==> config.mk <==
export PLATFORM = sky130hd
export DESIGN_NAME = ahb_bridge_arbiter
export DESIGN_NICKNAME = d
export VERILOG_FILES = /design/src/rtl/ahb_bridge_arbiter.sv
export SDC_FILE = /design/constraint.sdc
export NUM_CORES = 1
export LEC_CHECK = 0
export CORE_AREA = 5 5 155 157
export CTS_BUF_LIST = sky130_fd_sc_hd__clkbuf_8
export DETAILED_ROUTE_END_ITERATION = 16
export DIE_AREA = 0 0 160 162
export HOLD_SLACK_MARGIN = 0.1
export PLACE_DENSITY_LB_ADDON = 0.15
export SLEW_MARGIN = 20
export SYNTH_ARGS = -nofsm -noshare
export SYNTH_HDL_FRONTEND = slang
export SYNTH_SLANG_ARGS = --single-unit
==> constraint.sdc <==
create_clock -name Hclk -period 2.5 [get_ports Hclk]
set_input_delay 0.75 -clock Hclk [delete_from_list [all_inputs] [get_ports Hclk]]
set_output_delay 0.75 -clock Hclk [all_outputs]
set_load 0.01 [all_outputs]
==> src/rtl/ahb_bridge_arbiter.sv <==
// Round-robin arbiter that sequences single-beat AHB transfers into the AHB-to-APB bridge.
// Optional data-phase watchdog enabled by defining ARB_TIMEOUT_EN.
module ahb_bridge_arbiter #(
    parameter int NUM_MASTERS    = 4,
    parameter int ADDR_W         = 32,
    parameter int DATA_W         = 32,
    parameter int TIMEOUT_CYCLES = 16
) (
    input  logic                          Hclk,
    input  logic                          Hresetn,
    input  logic [NUM_MASTERS-1:0]        req,
    input  logic [NUM_MASTERS*ADDR_W-1:0] m_addr,
    input  logic [NUM_MASTERS-1:0]        m_write,
    input  logic [NUM_MASTERS*DATA_W-1:0] m_wdata,
    output logic [NUM_MASTERS-1:0]        grant,
    output logic [NUM_MASTERS-1:0]        done,
    output logic                          err,
    output logic [DATA_W-1:0]             rdata,
    output logic                          timeout,
    output logic [ADDR_W-1:0]             Haddr,
    output logic [1:0]                    Htrans,
    output logic                          Hwrite,
    output logic [DATA_W-1:0]             Hwdata,
    output logic                          Hreadyin,
    input  logic                          Hreadyout,
    input  logic [1:0]                    Hresp,
    input  logic [DATA_W-1:0]             Hrdata
);

    localparam int PTR_W = $clog2(NUM_MASTERS);
    localparam logic [1:0] HTRANS_IDLE   = 2'b00;
    localparam logic [1:0] HTRANS_NONSEQ = 2'b10;
    localparam logic [NUM_MASTERS-1:0] ONE_HOT0 = {{(NUM_MASTERS-1){1'b0}}, 1'b1};

    typedef enum logic [1:0] {
        S_IDLE = 2'b00,
        S_ADDR = 2'b01,
        S_DATA = 2'b10
    } state_t;

    state_t                   state_q, state_d;
    logic [NUM_MASTERS-1:0]   grant_q, grant_d;
    logic [NUM_MASTERS-1:0]   done_q, done_d;
    logic                     err_q, err_d;
    logic [DATA_W-1:0]        rdata_q, rdata_d;
    logic [ADDR_W-1:0]        haddr_q, haddr_d;
    logic [1:0]               htrans_q, htrans_d;
    logic                     hwrite_q, hwrite_d;
    logic [DATA_W-1:0]        hwdata_q, hwdata_d;
    logic [DATA_W-1:0]        wdata_lat_q, wdata_lat_d;
    logic [PTR_W-1:0]         owner_q, owner_d;
    logic [PTR_W-1:0]         rr_ptr_q, rr_ptr_d;
    logic [PTR_W-1:0]         rr_next_s;
    logic [PTR_W-1:0]         cand_s;
    logic [PTR_W-1:0]         win_idx_s;
    logic                     win_found_s;

`ifdef ARB_TIMEOUT_EN
    localparam int CNT_W = $clog2(TIMEOUT_CYCLES + 1);
    logic [CNT_W-1:0]         tmo_cnt_q, tmo_cnt_d;
    logic                     timeout_q, timeout_d;
`endif

    // Round-robin search starting at rr_ptr with wrap-around
    always_comb begin
        win_found_s = 1'b0;
        win_idx_s   = '0;
        cand_s      = '0;
        for (int i = 0; i < NUM_MASTERS; i++) begin
            cand_s = PTR_W'((int'(rr_ptr_q) + i) % NUM_MASTERS);
            if (!win_found_s && req[cand_s]) begin
                win_found_s = 1'b1;
                win_idx_s   = cand_s;
            end else begin
                win_found_s = win_found_s;
            end
        end
    end

    // Pointer just past the current owner, so the served master drops to lowest priority
    always_comb begin
        if (owner_q == PTR_W'(NUM_MASTERS - 1)) begin
            rr_next_s = '0;
        end else begin
            rr_next_s = owner_q + {{(PTR_W-1){1'b0}}, 1'b1};
        end
    end

    // Next-state and registered-output logic for the transfer sequencer
    always_comb begin
        state_d     = state_q;
        grant_d     = grant_q;
        done_d      = '0;
        err_d       = 1'b0;
        rdata_d     = rdata_q;
        haddr_d     = haddr_q;
        htrans_d    = htrans_q;
        hwrite_d    = hwrite_q;
        hwdata_d    = hwdata_q;
        wdata_lat_d = wdata_lat_q;
        owner_d     = owner_q;
        rr_ptr_d    = rr_ptr_q;
`ifdef ARB_TIMEOUT_EN
        tmo_cnt_d   = tmo_cnt_q;
        timeout_d   = 1'b0;
`endif
        case (state_q)
            S_IDLE: begin
                if (win_found_s) begin
                    grant_d     = ONE_HOT0 << win_idx_s;
                    owner_d     = win_idx_s;
                    haddr_d     = m_addr[int'(win_idx_s)*ADDR_W +: ADDR_W];
                    hwrite_d    = m_write[win_idx_s];
                    wdata_lat_d = m_wdata[int'(win_idx_s)*DATA_W +: DATA_W];
                    htrans_d    = HTRANS_NONSEQ;
                    state_d     = S_ADDR;
                end else begin
                    htrans_d    = HTRANS_IDLE;
                    state_d     = S_IDLE;
                end
            end
            S_ADDR: begin
                if (Hreadyout) begin
                    htrans_d  = HTRANS_IDLE;
                    hwdata_d  = wdata_lat_q;
                    state_d   = S_DATA;
`ifdef ARB_TIMEOUT_EN
                    tmo_cnt_d = '0;
`endif
                end else begin
                    state_d   = S_ADDR;
                end
            end
            S_DATA: begin
                if (Hreadyout) begin
                    done_d   = grant_q;
                    err_d    = (Hresp != 2'b00);
                    if (!hwrite_q) begin
                        rdata_d = Hrdata;
                    end else begin
                        rdata_d = rdata_q;
                    end
                    rr_ptr_d = rr_next_s;
                    grant_d  = '0;
                    state_d  = S_IDLE;
                end else begin
`ifdef ARB_TIMEOUT_EN
                    // Abort a stalled data phase; rdata keeps its previous value
                    tmo_cnt_d = tmo_cnt_q + {{(CNT_W-1){1'b0}}, 1'b1};
                    if (tmo_cnt_d == CNT_W'(TIMEOUT_CYCLES)) begin
                        timeout_d = 1'b1;
                        done_d    = grant_q;
                        rr_ptr_d  = rr_next_s;
                        grant_d   = '0;
                        state_d   = S_IDLE;
                    end else begin
                        state_d   = S_DATA;
                    end
`else
                    state_d = S_DATA;
`endif
                end
            end
            default: begin
                state_d  = S_IDLE;
                grant_d  = '0;
                htrans_d = HTRANS_IDLE;
            end
        endcase
    end

    // State and output registers, cleared asynchronously by Hresetn
    always_ff @(posedge Hclk or negedge Hresetn) begin
        if (!Hresetn) begin
            state_q     <= S_IDLE;
            grant_q     <= '0;
            done_q      <= '0;
            err_q       <= 1'b0;
            rdata_q     <= '0;
            haddr_q     <= '0;
            htrans_q    <= HTRANS_IDLE;
            hwrite_q    <= 1'b0;
            hwdata_q    <= '0;
            wdata_lat_q <= '0;
            owner_q     <= '0;
            rr_ptr_q    <= '0;
`ifdef ARB_TIMEOUT_EN
            tmo_cnt_q   <= '0;
            timeout_q   <= 1'b0;
`endif
        end else begin
            state_q     <= state_d;
            grant_q     <= grant_d;
            done_q      <= done_d;
            err_q       <= err_d;
            rdata_q     <= rdata_d;
            haddr_q     <= haddr_d;
            htrans_q    <= htrans_d;
            hwrite_q    <= hwrite_d;
            hwdata_q    <= hwdata_d;
            wdata_lat_q <= wdata_lat_d;
            owner_q     <= owner_d;
            rr_ptr_q    <= rr_ptr_d;
`ifdef ARB_TIMEOUT_EN
            tmo_cnt_q   <= tmo_cnt_d;
            timeout_q   <= timeout_d;
`endif
        end
    end

    assign grant    = grant_q;
    assign done     = done_q;
    assign err      = err_q;
    assign rdata    = rdata_q;
    assign Haddr    = haddr_q;
    assign Htrans   = htrans_q;
    assign Hwrite   = hwrite_q;
    assign Hwdata   = hwdata_q;
    // Sole master on this port, so the bridge is never stalled from this side
    assign Hreadyin = 1'b1;
`ifdef ARB_TIMEOUT_EN
    assign timeout  = timeout_q;
`else
    assign timeout  = 1'b0;
`endif

endmodule

======== Word level (Yosys, flattened, before mapping) ========
Cells that the tools add are included.
operators by class
  add/subtract/negate cells ............... 4
  $lt $le $gt $ge ......................... 5
  eq/ne operators ......................... 6
  shift operators ......................... 3
  mux-type cells .......................... 33
  bitwise logic cells ..................... 3
  reduce and logical (&&, ||, !) cells .... 14
operators with widths
  kind                                                        count
  indexed part select 128 x 8 -> 32 bit                       2
  two-way mux 2 bit                                           9
  two-way mux 4 bit                                           4
  less-than comparator 2 x 3 -> 1 bit, second input constant  5
  two-way mux 1 bit                                           12
  case mux 2 bit (3 select lines)                             2
  case mux 4 bit (3 select lines)                             1
  binary-select mux 1 bit (select 2 bit)                      5
  AND reduction 2 bit                                         4
  != test 2 bit, second input constant                        3
  AND reduction 3 bit                                         2
  adder 2 x 1 -> 2 bit, second input constant                 2
  adder 2 bit, second input constant                          2
  == test 2 bit, second input constant                        2
  left shift 1 x 2 -> 4 bit, first input constant             1
  logical AND 1 bit                                           3
  logical NOT 1 bit                                           3
  NOT 1 bit                                                   3
  == test 2 x 1 -> 1 bit, second input constant               1
  logical NOT 2 bit                                           1
  nonzero test 2 bit                                          1
word-level totals
  bits in registers ....................... 146
  input bits .............................. 301
  output and inout bits ................... 110
  logic and storage cells ................. 80

======== Depth between registers and ports, before layout ========
  depth in word-level cells ............... 15
  depth in mapped cells ................... 8
  gate-level depth less buffers ........... 5

======== Worst setup path before layout ========
Ideal clock, no wire load.
  kind .................................... input -> register
  from .................................... input req[1]
  to ...................................... register wdata_lat_q[25]
  library setup time ...................... 0.077 ns
  data arrival time ....................... 2.007 ns
  required time ........................... 2.423 ns
  slack ................................... 0.416 ns
  stages .................................. 8
  buffers on the path ..................... 3
  path through ............................ buf_2 -> nor4_2 -> nor2_1 -> nand2_1 -> buf_2 -> buf_4 -> a21oi_1 -> a21oi_1
between the ends
  longest elaborated chain between the ends .. 13
  elaborated cells on any way between the ends .. 24
  classes of those cells .................. 1 x shift; 16 x mux; 7 x reduce/logical
RTL lines
  item                                                                          RTL line  RTL
  from (decl)                                                                   11        input logic [NUM_MASTERS-1:0] req,
  binary-select mux 1 bit (select 2 bit)                                        71        if (!win_found_s && req[cand_s]) begin
  two-way mux 1 bit (not written as such)                                       71
  two-way mux 1 bit                                                             71
  logical NOT 1 bit                                                             71
  logical AND 1 bit                                                             71
  two-way mux 1 bit                                                             71
  logical NOT 1 bit                                                             71
  logical AND 1 bit                                                             71
  two-way mux 1 bit                                                             71
  logical NOT 1 bit                                                             71
  logical AND 1 bit                                                             71
  two-way mux 2 bit or two-way mux 1 bit (tied branches)                        71
  indexed part select 128 x 8 -> 32 bit or AND reduction 2 bit (tied branches)  --
  to (signal assigned)                                                          201       wdata_lat_q <= wdata_lat_d;
  to (decl)                                                                     50        logic [DATA_W-1:0] wdata_lat_q, wdata_lat_d;
Parallel ways exist; a longest one is shown, timed or not. The select of a mux whose other input is x is not followed.
A chain may end at the register's enable or synchronous reset.

======== Worst setup path after layout ========
  from .................................... input req[1]
  to ...................................... register wdata_lat_q[18]
Same word-level chain as after synthesis.

==> summary.md <==
| Metric | Value |
|---|---|
| # rows | 55 |
| Syn_area_per_cell | 10.93 sq um |
| Place WS | -0.3599 ns |
| Slowest stage delay, CP | 0.65 ns |
| Area grow syn2layout | 76.46% |
| Final Instance Area | 0.01169 sq mm |
| Initial antenna violation count | 0 |
| Setup slack, reg-to-reg | 0.37 ns |
| First-pass GRT wire length | 40.08 mm |
| Core ar. | 0.02237 sq mm |
| Crit Path Class | in2reg |
| Wire length on met2 | 13.45 mm |
| Clock Pin Slew Worst Setup and Hold Paths | 0.09 ns |
| CTS Buf Count | 17 |
| CP max-delay cell | clkdlybuf4s50_1 |
| GRT overflow | 0 |
| Post-synth cell types | 35 |
| CTS tree | done |
| Ratio of cells with drive above 1 in the final layout | 14.88% |
| Worst-Skew Late Latency | 0.45 ns |
| Clk_skew | 0.01886 ns |
| Sequential fraction of the synthesis area | 54.78% |
| Clock root buffer | clkbuf_8 |
| IO buf count | 407 |
| Tot Pwr | 12.53 mW |
| Total wire length | 26.55 mm |
| Met3 wire len | 2.396 mm |
| Max-cap viol count | 0 |
| CTS resizes | 0 |
| Ant. Diodes | 0 |
| CP endpoint kind | flip-flop |
| Largest net degree at the start of global routing | 52 |
| I/O pin cnt | 411 |
| CTS H-Tree Depth | 4 |
| Hold_ws | 0.1989 ns |
| Ys async rst share | 100.0% |
| Pins Over Slew Limit | 0 |
| Drt via density | 5.081 |
| Placed Cells incl. Taps | 1288 |
| Setup Viol. Count Final | 0 |
| RSZ-0062 raised after global routing | false |
| Post-Syn Area | 0.006624 sq mm |
| Post-route insts no fill | 1320 |
| Final Hold Fails | 0 |
| Minimum clock period | 2.412 ns |
| Mapped Cells | 606 |
| Setup crit start kind | input pin |
| Cts hold-fix bufs | 0 |
| P_leak | 4.685 nW |
| Clock Sinks | 145 |
| Vias | 6707 |
| Worst-path cell chain | clkdlybuf4s50_1 -> nor2_1 -> o221a_2 -> buf_12 -> a222oi_1 -> buf_4 -> a21oi_1 |
| Die ar. | 0.02592 sq mm |
| Die width | 160 microns |
| Initial DRC count | 553 |
| CP required | 2.83 ns |
| Seq cells post-synth | 145 |
| Yosys warnings | 0 |
| DR top layer | met4 |
| Worst Path Arrival | 2.74 ns |
| Final Net Count | 1324 |
| Pwr per Cell Area | 1072 mW/mm^2 |
| Final WS setup | 0.08785 ns |
| Buffer count from post-CTS setup fixing | 0 |
| Post-synth top flop | dfrtp_1 |
| Wire per inst | 20.12 microns |
| Drc violations | 0 |
| Layout Utilization | 52.26% |
| Clock tree buffer depth | 2 |
| Final period util | 96.49% |
| Area after DPL | 0.01127 sq mm |
| Worst Hold Class | in2async |
| GRT Util Overall | 19.72% |
| Number of global-route vias before repair | 6802 |
| Relative slew slack | 65.20% |
| Gpl congestion | 0.8149 |
| Chip height | 162 microns |
| Total negative slack | 0 ns |
| Worst-Margin Slew | 0.5220 ns |
| Post-synth EDFFs | 0 |
| Starting Density | 29.62% |
| ANT nets after route | 0 |
| HPWL Detailed | 20.11 mm |
| Critical Path Fanout Max | 25 |
| M1 wire length | 10.21 mm |
| F_max | 414.6 MHz |
| Pre-antenna DRT Iters | 10 |
| Peak VDD IR | 0.3847 mV |
| Outcome | finished, final reports clean |
[cell type report]
class	instances	area, sq um
Sequential cell	145	3628
Clock inverter	14	170.2
Inverter	5	18.77
Clock buffer	18	247.7
Timing Repair Buffer	454	4566
Fill cell	2036	10680
Tap cell	285	356.6
Multi-Input combinational cell	399	2701
[layer usage]
| layer | up-vias | global-route usage (%) |
|---|---|---|
| met4 | 0 | 5.866 |
| met5 | - | 0 |
| met1 | 3234 | 23.73 |
| met2 | 330 | 33.91 |
| met3 | 27 | 6.344 |
| li1 | 3116 | - |
[cell usage after synthesis, types with 2 or more instances]
master / instances / area share (%)
conb_1: 2 / 0.11
a21oi_1: 135 / 10
mux2_2: 64 / 11
nor3_1: 3 / 0.23
dfrtp_1: 145 / 55
and3_1: 5 / 0.47
o21ai_0: 10 / 0.76
buf_4: 8 / 0.91
nor2_1: 75 / 4.3
clkbuf_1: 29 / 1.6
nand2b_1: 2 / 0.19
buf_6: 4 / 0.68
nor2b_1: 3 / 0.28
buf_1: 4 / 0.23
buf_2: 13 / 0.98
o31ai_1: 2 / 0.23
inv_1: 4 / 0.23
a22oi_1: 4 / 0.45
a222oi_1: 65 / 9.8
nand2_1: 13 / 0.74
or2_1: 2 / 0.19
[worst paths after layout]
kind	start	to	cells after the start
hold reg to reg	owner_q[0]	rr_ptr_q[0]	1
max in group asynchronous	Hresetn	Hwrite	2
setup / recovery	req[1]	wdata_lat_q[18]	7
min in group Hclk	owner_q[0]	rr_ptr_q[0]	1
setup reg to reg	rr_ptr_q[1]	wdata_lat_q[18]	7
hold / removal	Hresetn	rdata[11]	1
[worst max-delay path: cells and delay by family]
| family | cells | cell delay, ns |
|---|---|---|
| AND/OR/NAND/NOR | 1 | 0.09 |
| AO/OA/AOI/OAI | 3 | 0.88 |
| buffers and inverters | 3 | 1.02 |
[layout by cell type, fill, tap and decap left out, types with 2 or more instances in the layout]
cell / count
a21oi_1: 135
a222oi_1: 65
a22oi_1: 4
and3_1: 5
buf_12: 11
buf_4: 36
bufinv_16: 2
clkbuf_8: 18
clkdlybuf4s50_1: 406
clkinvlp_4: 3
conb_1: 3
dfrtp_1: 145
inv_1: 4
inv_6: 4
inv_8: 2
mux2_2: 64
nand2_1: 12
nand2b_1: 2
nor2_1: 75
nor2b_1: 3
nor3_1: 2
o21ai_0: 10
o31ai_1: 2
or2_1: 2
[cells by family after synthesis]
family / Yosys count / synth area share [%]
other cells: 2 / 0.1134
flops: 145 / 54.78
simple gates: 106 / 6.706
fa+ha+maj: 1 / 0.1889
buf+inv: 63 / 4.722
compound gates: 224 / 22.44
mux: 65 / 11.05
[registers in the layout, summed over array words and instances (netlist names)]
register,cells
wdata_lat_q,32
err,1
grant,4
owner_q,2
Haddr,32
rdata,32
state_q,2
Hwdata,32
Hwrite,1
done,4
rr_ptr_q,2
Htrans,1
[power breakdown]
group          switching, mW  internal [mW]  total (mW)  leakage [nW]
Sequential             0.647           3.49        4.14          1.70
Combinational           2.94           3.48        6.42          2.78
Clock                   1.03          0.947        1.98         0.203
Total                   4.62           7.91        12.5          4.69
Power figures use the tool's default switching activity.
